File: src/rtl/cost_port_arbiter_pkg.sv
// Shared definitions for the cost-port arbiter and the JAM search engine.
package cost_port_arbiter_pkg;

  typedef enum logic [1:0] {
    IDLE = 2'd0,
    OWN0 = 2'd1,
    OWN1 = 2'd2
  } arb_state_e;

  localparam int NUM_WORKERS = 8;
  localparam int IDX_W       = 3;
  localparam int COST_W      = 7;
  localparam int BURST_LEN   = 8;
  localparam logic [IDX_W-1:0] LAST_BEAT = 3'(BURST_LEN - 1);

  function automatic logic [15:0] sat_inc16(input logic [15:0] v);
    if (v == 16'hFFFF) begin
      return v;
    end else begin
      return v + 16'd1;
    end
  endfunction

endpackage

File: src/rtl/cost_port_arbiter.sv
// Two-requester burst arbiter for a single combinational cost-table port.
// Optional per-requester burst statistics are enabled with COST_ARB_STATS_EN.
module cost_port_arbiter
  import cost_port_arbiter_pkg::*;
(
  input  logic              CLK,
  input  logic              RST,
  input  logic              req0,
  input  logic              req1,
  input  logic [IDX_W-1:0]  w0,
  input  logic [IDX_W-1:0]  j0,
  input  logic [IDX_W-1:0]  w1,
  input  logic [IDX_W-1:0]  j1,
  output logic              gnt0,
  output logic              gnt1,
  output logic              rvalid0,
  output logic              rvalid1,
  output logic [COST_W-1:0] rdata,
  output logic [IDX_W-1:0]  W,
  output logic [IDX_W-1:0]  J,
`ifdef COST_ARB_STATS_EN
  output logic [15:0]       bursts0,
  output logic [15:0]       bursts1,
`endif
  input  logic [COST_W-1:0] Cost
);

  arb_state_e       state_r;
  arb_state_e       next_own_s;
  logic [IDX_W-1:0] beat_r;
  logic             last_owner_r;
  logic             issue0_s;
  logic             issue1_s;
  logic             own_s;
  logic             own_req_s;
  logic             oth_req_s;
  logic             burst_end_s;

  assign gnt0 = (state_r == OWN0);
  assign gnt1 = (state_r == OWN1);

  // Lookup address and burst-end / hand-over decision for the current owner
  always_comb begin
    issue0_s    = 1'b0;
    issue1_s    = 1'b0;
    W           = {IDX_W{1'b0}};
    J           = {IDX_W{1'b0}};
    own_s       = (state_r == OWN1);
    own_req_s   = own_s ? req1 : req0;
    oth_req_s   = own_s ? req0 : req1;
    burst_end_s = (state_r != IDLE) && (!own_req_s || (beat_r == LAST_BEAT));
    next_own_s  = IDLE;
    if ((state_r == OWN0) && req0) begin
      issue0_s = 1'b1;
      W        = w0;
      J        = j0;
    end else if ((state_r == OWN1) && req1) begin
      issue1_s = 1'b1;
      W        = w1;
      J        = j1;
    end else begin
      W = {IDX_W{1'b0}};
      J = {IDX_W{1'b0}};
    end
    // The other requester gets priority at a burst boundary
    if (oth_req_s) begin
      next_own_s = own_s ? OWN0 : OWN1;
    end else if (own_req_s) begin
      next_own_s = own_s ? OWN1 : OWN0;
    end else begin
      next_own_s = IDLE;
    end
  end

  // Ownership FSM, beat counter and registered response
  always_ff @(posedge CLK) begin
    if (RST) begin
      state_r      <= IDLE;
      beat_r       <= {IDX_W{1'b0}};
      last_owner_r <= 1'b1;
      rvalid0      <= 1'b0;
      rvalid1      <= 1'b0;
      rdata        <= {COST_W{1'b0}};
    end else begin
      rvalid0 <= issue0_s;
      rvalid1 <= issue1_s;
      if (issue0_s || issue1_s) begin
        rdata <= Cost;
      end
      case (state_r)
        IDLE: begin
          if (req0 && (!req1 || last_owner_r)) begin
            state_r <= OWN0;
          end else if (req1) begin
            state_r <= OWN1;
          end else begin
            state_r <= IDLE;
          end
        end
        OWN0, OWN1: begin
          if (burst_end_s) begin
            state_r      <= next_own_s;
            beat_r       <= {IDX_W{1'b0}};
            last_owner_r <= own_s;
          end else begin
            beat_r <= beat_r + 3'd1;
          end
        end
        default: begin
          state_r <= IDLE;
          beat_r  <= {IDX_W{1'b0}};
        end
      endcase
    end
  end

`ifdef COST_ARB_STATS_EN
  // Saturating completed-burst counters per requester
  always_ff @(posedge CLK) begin
    if (RST) begin
      bursts0 <= 16'd0;
      bursts1 <= 16'd0;
    end else if (burst_end_s) begin
      if (own_s) begin
        bursts1 <= sat_inc16(bursts1);
      end else begin
        bursts0 <= sat_inc16(bursts0);
      end
    end
  end
`endif

endmodule

File: config.mk
export PLATFORM = sky130hd
export DESIGN_NAME = cost_port_arbiter
export DESIGN_NICKNAME = d
export VERILOG_FILES = /design/src/rtl/cost_port_arbiter_pkg.sv /design/src/rtl/cost_port_arbiter.sv
export SDC_FILE = /design/constraint.sdc
export NUM_CORES = 1
export LEC_CHECK = 0
export ABC_AREA = 1
export BUFFER_PORTS_ARGS = -buffer_cell sky130_fd_sc_hd__buf_2
export CAP_MARGIN = 30
export CORE_AREA = 2 2 47 49
export DETAILED_ROUTE_END_ITERATION = 10
export DIE_AREA = 0 0 49 51
export PLACE_DENSITY = 0.73
export SYNTH_ARGS = -nofsm -noshare
export SYNTH_HDL_FRONTEND = slang
export SYNTH_SLANG_ARGS = --single-unit
File: constraint.sdc
create_clock -name CLK -period 1.8 [get_ports CLK]
set_input_delay 0.09 -clock CLK [delete_from_list [all_inputs] [get_ports CLK]]
set_output_delay 0.09 -clock CLK [all_outputs]
set_load 0.03 [all_outputs]
* Yosys cells after proc, flatten, opt, wreduce, memory -nomap -nowiden
Cells that the tools add are included.
** Word-level totals
- Register bits :: 15
- Bits of input ports :: 23
- Output and inout bits :: 17
- Word-level logic and storage cells :: 43
** Operators by class
- Add/sub/neg operators :: 1
- Equality and inequality tests :: 4
- Multiplexer cells :: 19
- Reduce and logical (&&, ||, !) cells :: 13
** Operator list (number)
- 2-to-1 mux 3 bit :: 5
- 2-to-1 mux 2 bit :: 7
- one-hot mux 3 bit (2 select lines) :: 1
- 2-to-1 mux 1 bit :: 5
- logical AND 1 bit :: 4
- one-hot mux 2 bit (2 select lines) :: 1
- adder 3 x 1 -> 3 bit (second input constant) :: 1
- == test 3 bit (second input constant) :: 1
- logical OR 1 bit :: 3
- == test 2 x 1 -> 1 bit (second input constant) :: 1
- == test 2 bit (second input constant) :: 1
- logical NOT 1 bit :: 2
- logical NOT 2 bit :: 1
- != test 2 bit (second input constant) :: 1
- AND reduction 2 bit :: 1
- nonzero test 2 bit :: 1
- OR reduction 2 bit :: 1

* Depth between registers and ports, before layout
- Depth after elaboration :: 7
- Mapped depth :: 10
- Gate-level depth less buffers :: 10

* Worst setup path after synthesis
No wires, ideal clock.
- Path kind :: reg-to-output
- From :: reg state_r[1]
- To :: out J[0]
- Arrival time :: 1832 ps
- Required time :: 1710 ps
- Slack :: -122 ps
- Cell stages (with the launch flop) :: 6
- Path buffers :: 0
- Cells stage by stage :: dfxtp_1 > inv_1 > ha_1 > nand2_1 > nand3_1 > o21ai_0
** On the way
- Elaborated cells between the ends (all ways) :: 6
- Those cells by class :: eq/ne: 2; mux: 2; reduce/logical: 2
** RTL lines
- from (decl) :: RTL line cost_port_arbiter.sv:28 : arb_state_e state_r;
- from (signal assigned) :: RTL line cost_port_arbiter.sv:102 : state_r <= next_own_s;
- == test 2 x 1 -> 1 bit
- via gnt0 :: RTL line cost_port_arbiter.sv:14 : output logic gnt0,
- logical AND 1 bit :: RTL line cost_port_arbiter.sv:53 : if ((state_r == OWN0) && req0) begin
- 2-to-1 mux 3 bit :: RTL line cost_port_arbiter.sv:53
- to (decl) :: RTL line cost_port_arbiter.sv:20 : output logic [IDX_W-1:0] J,
The timed path passes the listed nets, and every way through them passes these cells.

* Worst setup path in the final report
- From :: reg state_r[1]
- To :: out J[1]
** On the way
- Word-level cells in the longest chain between the ends :: 4
- Elaborated cells between the ends (all ways) :: 6
- Those cells by class :: eq/ne: 2; mux: 2; reduce/logical: 2
** Ends and longest elaborated chain
- == test 2 bit :: RTL line cost_port_arbiter.sv:57 : end else if ((state_r == OWN1) && req1) begin
- logical AND 1 bit :: RTL line cost_port_arbiter.sv:57
- 2-to-1 mux 3 bit :: RTL line cost_port_arbiter.sv:57
- 2-to-1 mux 3 bit * :: RTL line cost_port_arbiter.sv:53
Every way passes the cells marked *; elsewhere a longest branch is shown, timed or not.

==> out/metrics.yaml <==
critPathKind: "reg2out"
diodes: 0
rows: 17
antenna_found_initial: 0
clk_path_buf_depth: 2
cts_tree: "built"
synthCells: 118
seq_area_frac_synth_pct: 35.5
clk_pin_slew_ps: 90
wirelength_microns: 1910
drive_above_1_share_pct: 34.2
avgRoutedWirePerCell_microns: 10.3
whs_ps: 25.5
hold_violations: 0
fin_worst_skew_ps: 4.85
hp-class: "in2reg"
multi_input_area_sq_um: 464
syn_nets: 148
fillers: 206
yosys.area_share.adder_pct: 10.3
p_total_mw: 1.63
dp_worst_setup_slack_ps: 192
cap_violations: 0
dpl.cell_count: 182
max_slew.worst_pin.slew_ps: 243
startpoint_type: "register"
setup_violations: 0
initial_core_util_pct: 41.1
final_max_slew_viol_count: 0
timing.fmax_mhz: 606
worst_setup_path_end_kind: "output pin"
synth_compound_area_share_pct: 16.7
slew_headroom_pct: 83.8
die_h_microns: 51
powerDensity_nw_per_um2: 1470
cts.sinks: 15
synthDistinctLibCells: 17
rsz0062_at_grt: "false"
synthesis.area_sq_um: 847
finalNetCount: 189
synth.mux.area_fraction_pct: 0
ys_ff_latch: 15
num_vias: 899
layout_setup_ws_ps: 149
grt_overflow: 0
status: "completed"
drt-initial-drc-count: 11
clk_latency_ps: 280
grt_max_degree: 12
area_growth_pct: 30.9
vdd_ir_drop_max_uv: 782
arrival_ps: 1560
dp_hpwl_microns: 1560
clock-root-buffer: "clkbuf_4"
seqCellArea_sq_um: 302
syn-mean-instance-area_sq_um: 7.18
core_sq_um: 2060
grt_pass1_vias: 838
grt_usage_pct: 17.1
synth_top_family_by_area: "simple AND/OR/NAND/NOR gates"
cp_max_fo: 8
cts_setup_buffers: 0
io_pins: 40
fin_util_pct: 53.7
gp_congestion: 0.855
period_share_pct: 91.7
port_buffers: 39
route.detailed.drc: 0
die_w_microns: 49
dieArea_sq_um: 2500
drt-pass1-iter-count: 4
yosys.area_share.simple_pct: 26.0
via_per_inst: 4.83
htree_levels: 1
fin_crit_ps: 1650
yosysWarnings: 0
finalNonFillerCells: 186
p_leak_nw: 0.595
synthXorXnorAreaFrac_pct: 0
cp.required_ps: 1710
grt_pass1_wl_microns: 3370
numCtsBuffers: 3
postRouteAntennaNets: 0
[critical path, stage by stage, from the launching register on]
cell and delay [ps]:
dfxtp_2 370, inv_1 70, ha_2 220, nand2_1 170
nand3_4 120, o21ai_0 160, buf_4 180
[registers in the layout, indices dropped and copies added (netlist names)]
register	count
beat_r	3
last_owner_r	1
rdata	7
rvalid0	1
rvalid1	1
state_r	2
[cell usage in the layout, fill, tap and decap left out]
master,Yosys,routed
o21ai_1,1,6
a21oi_1,6,6
buf_2,0,33
nand3_2,2,2
ha_2,0,1
dfxtp_2,0,1
clkbuf_4,0,3
nor2_1,17,17
nand2_4,1,1
nand3_1,13,12
nand2_1,11,11
nand3_4,0,1
clkbuf_1,1,1
a21oi_2,1,1
ha_1,7,6
inv_1,17,17
inv_2,2,2
nand2_2,3,3
o21ai_0,18,13
buf_4,0,6
o21a_1,1,1
dfxtp_1,15,14
[routing by layer]
| metal | wire length (microns) | global-route usage, % |
|---|---|---|
| met3 | 161 | 4.09 |
| met2 | 901 | 32.9 |
| met4 | 28 | 7.14 |
| met5 | 0 | 0 |
| met1 | 818 | 17.8 |
[metrics by stage]
step                      TNS, ps  area (sq um)
final                           0          1110
after global routing            0          1110
after CTS                       0          1090
after detailed placement        0          1050
after global placement          0          1050
after floorplan              -733           847
[power breakdown]
| part | internal [mW] | switching [mW] | leakage, nW |
|---|---|---|---|
| Combinational | 0.303 | 0.637 | 0.457 |
| Sequential | 0.440 | 0.0620 | 0.123 |
| Clock | 0.0860 | 0.106 | 0.0150 |
| Total | 0.828 | 0.805 | 0.595 |
[timing repair]
action | CTS | global route
hold buffers | 0 | 0
setup endpoints to repair | 6 | 6
resized for setup | 6 | 9
[layout make-up]
class	count	area share [%]
clock buffers	4	2.37
inverters	19	6.43
flip-flops and latches	15	27.2
repair buffers	39	19.0
multi-input cells	81	41.9
well taps	28	3.16
[logic make-up after synthesis]
family	after synthesis
AND/OR/NAND/NOR	47
buffers and inverters	22
flip-flops	15
AO/OA/AOI/OAI	27
adder cells (fa/ha/maj)	7
[cells in the mapped netlist]
cell type	count	share of area (%)
o21ai_0	18	11
inv_1	17	7.5
nor2_1	17	7.5
dfxtp_1	15	35
nand3_1	13	7.7
nand2_1	11	4.9
ha_1	7	10
a21oi_1	6	3.5
nand2_2	3	2.2
buf_6	2	2.7
inv_2	2	0.89
nand3_2	2	2.4
a21oi_2	1	1.0
clkbuf_1	1	0.44
nand2_4	1	1.3
o21a_1	1	0.89
o21ai_1	1	0.59
[worst paths after layout]
check                           startpoint      endpoint  slack, ps  cells after the start
worst min register to register   beat_r[2]     beat_r[2]        480                      2
worst min-delay path               Cost[2]      rdata[2]         30                      3
worst max-delay path            state_r[1]          J[1]        150                      6
worst max register to register  state_r[0]  last_owner_r        270                     10
No activity file was read; power rests on OpenSTA's default activity.
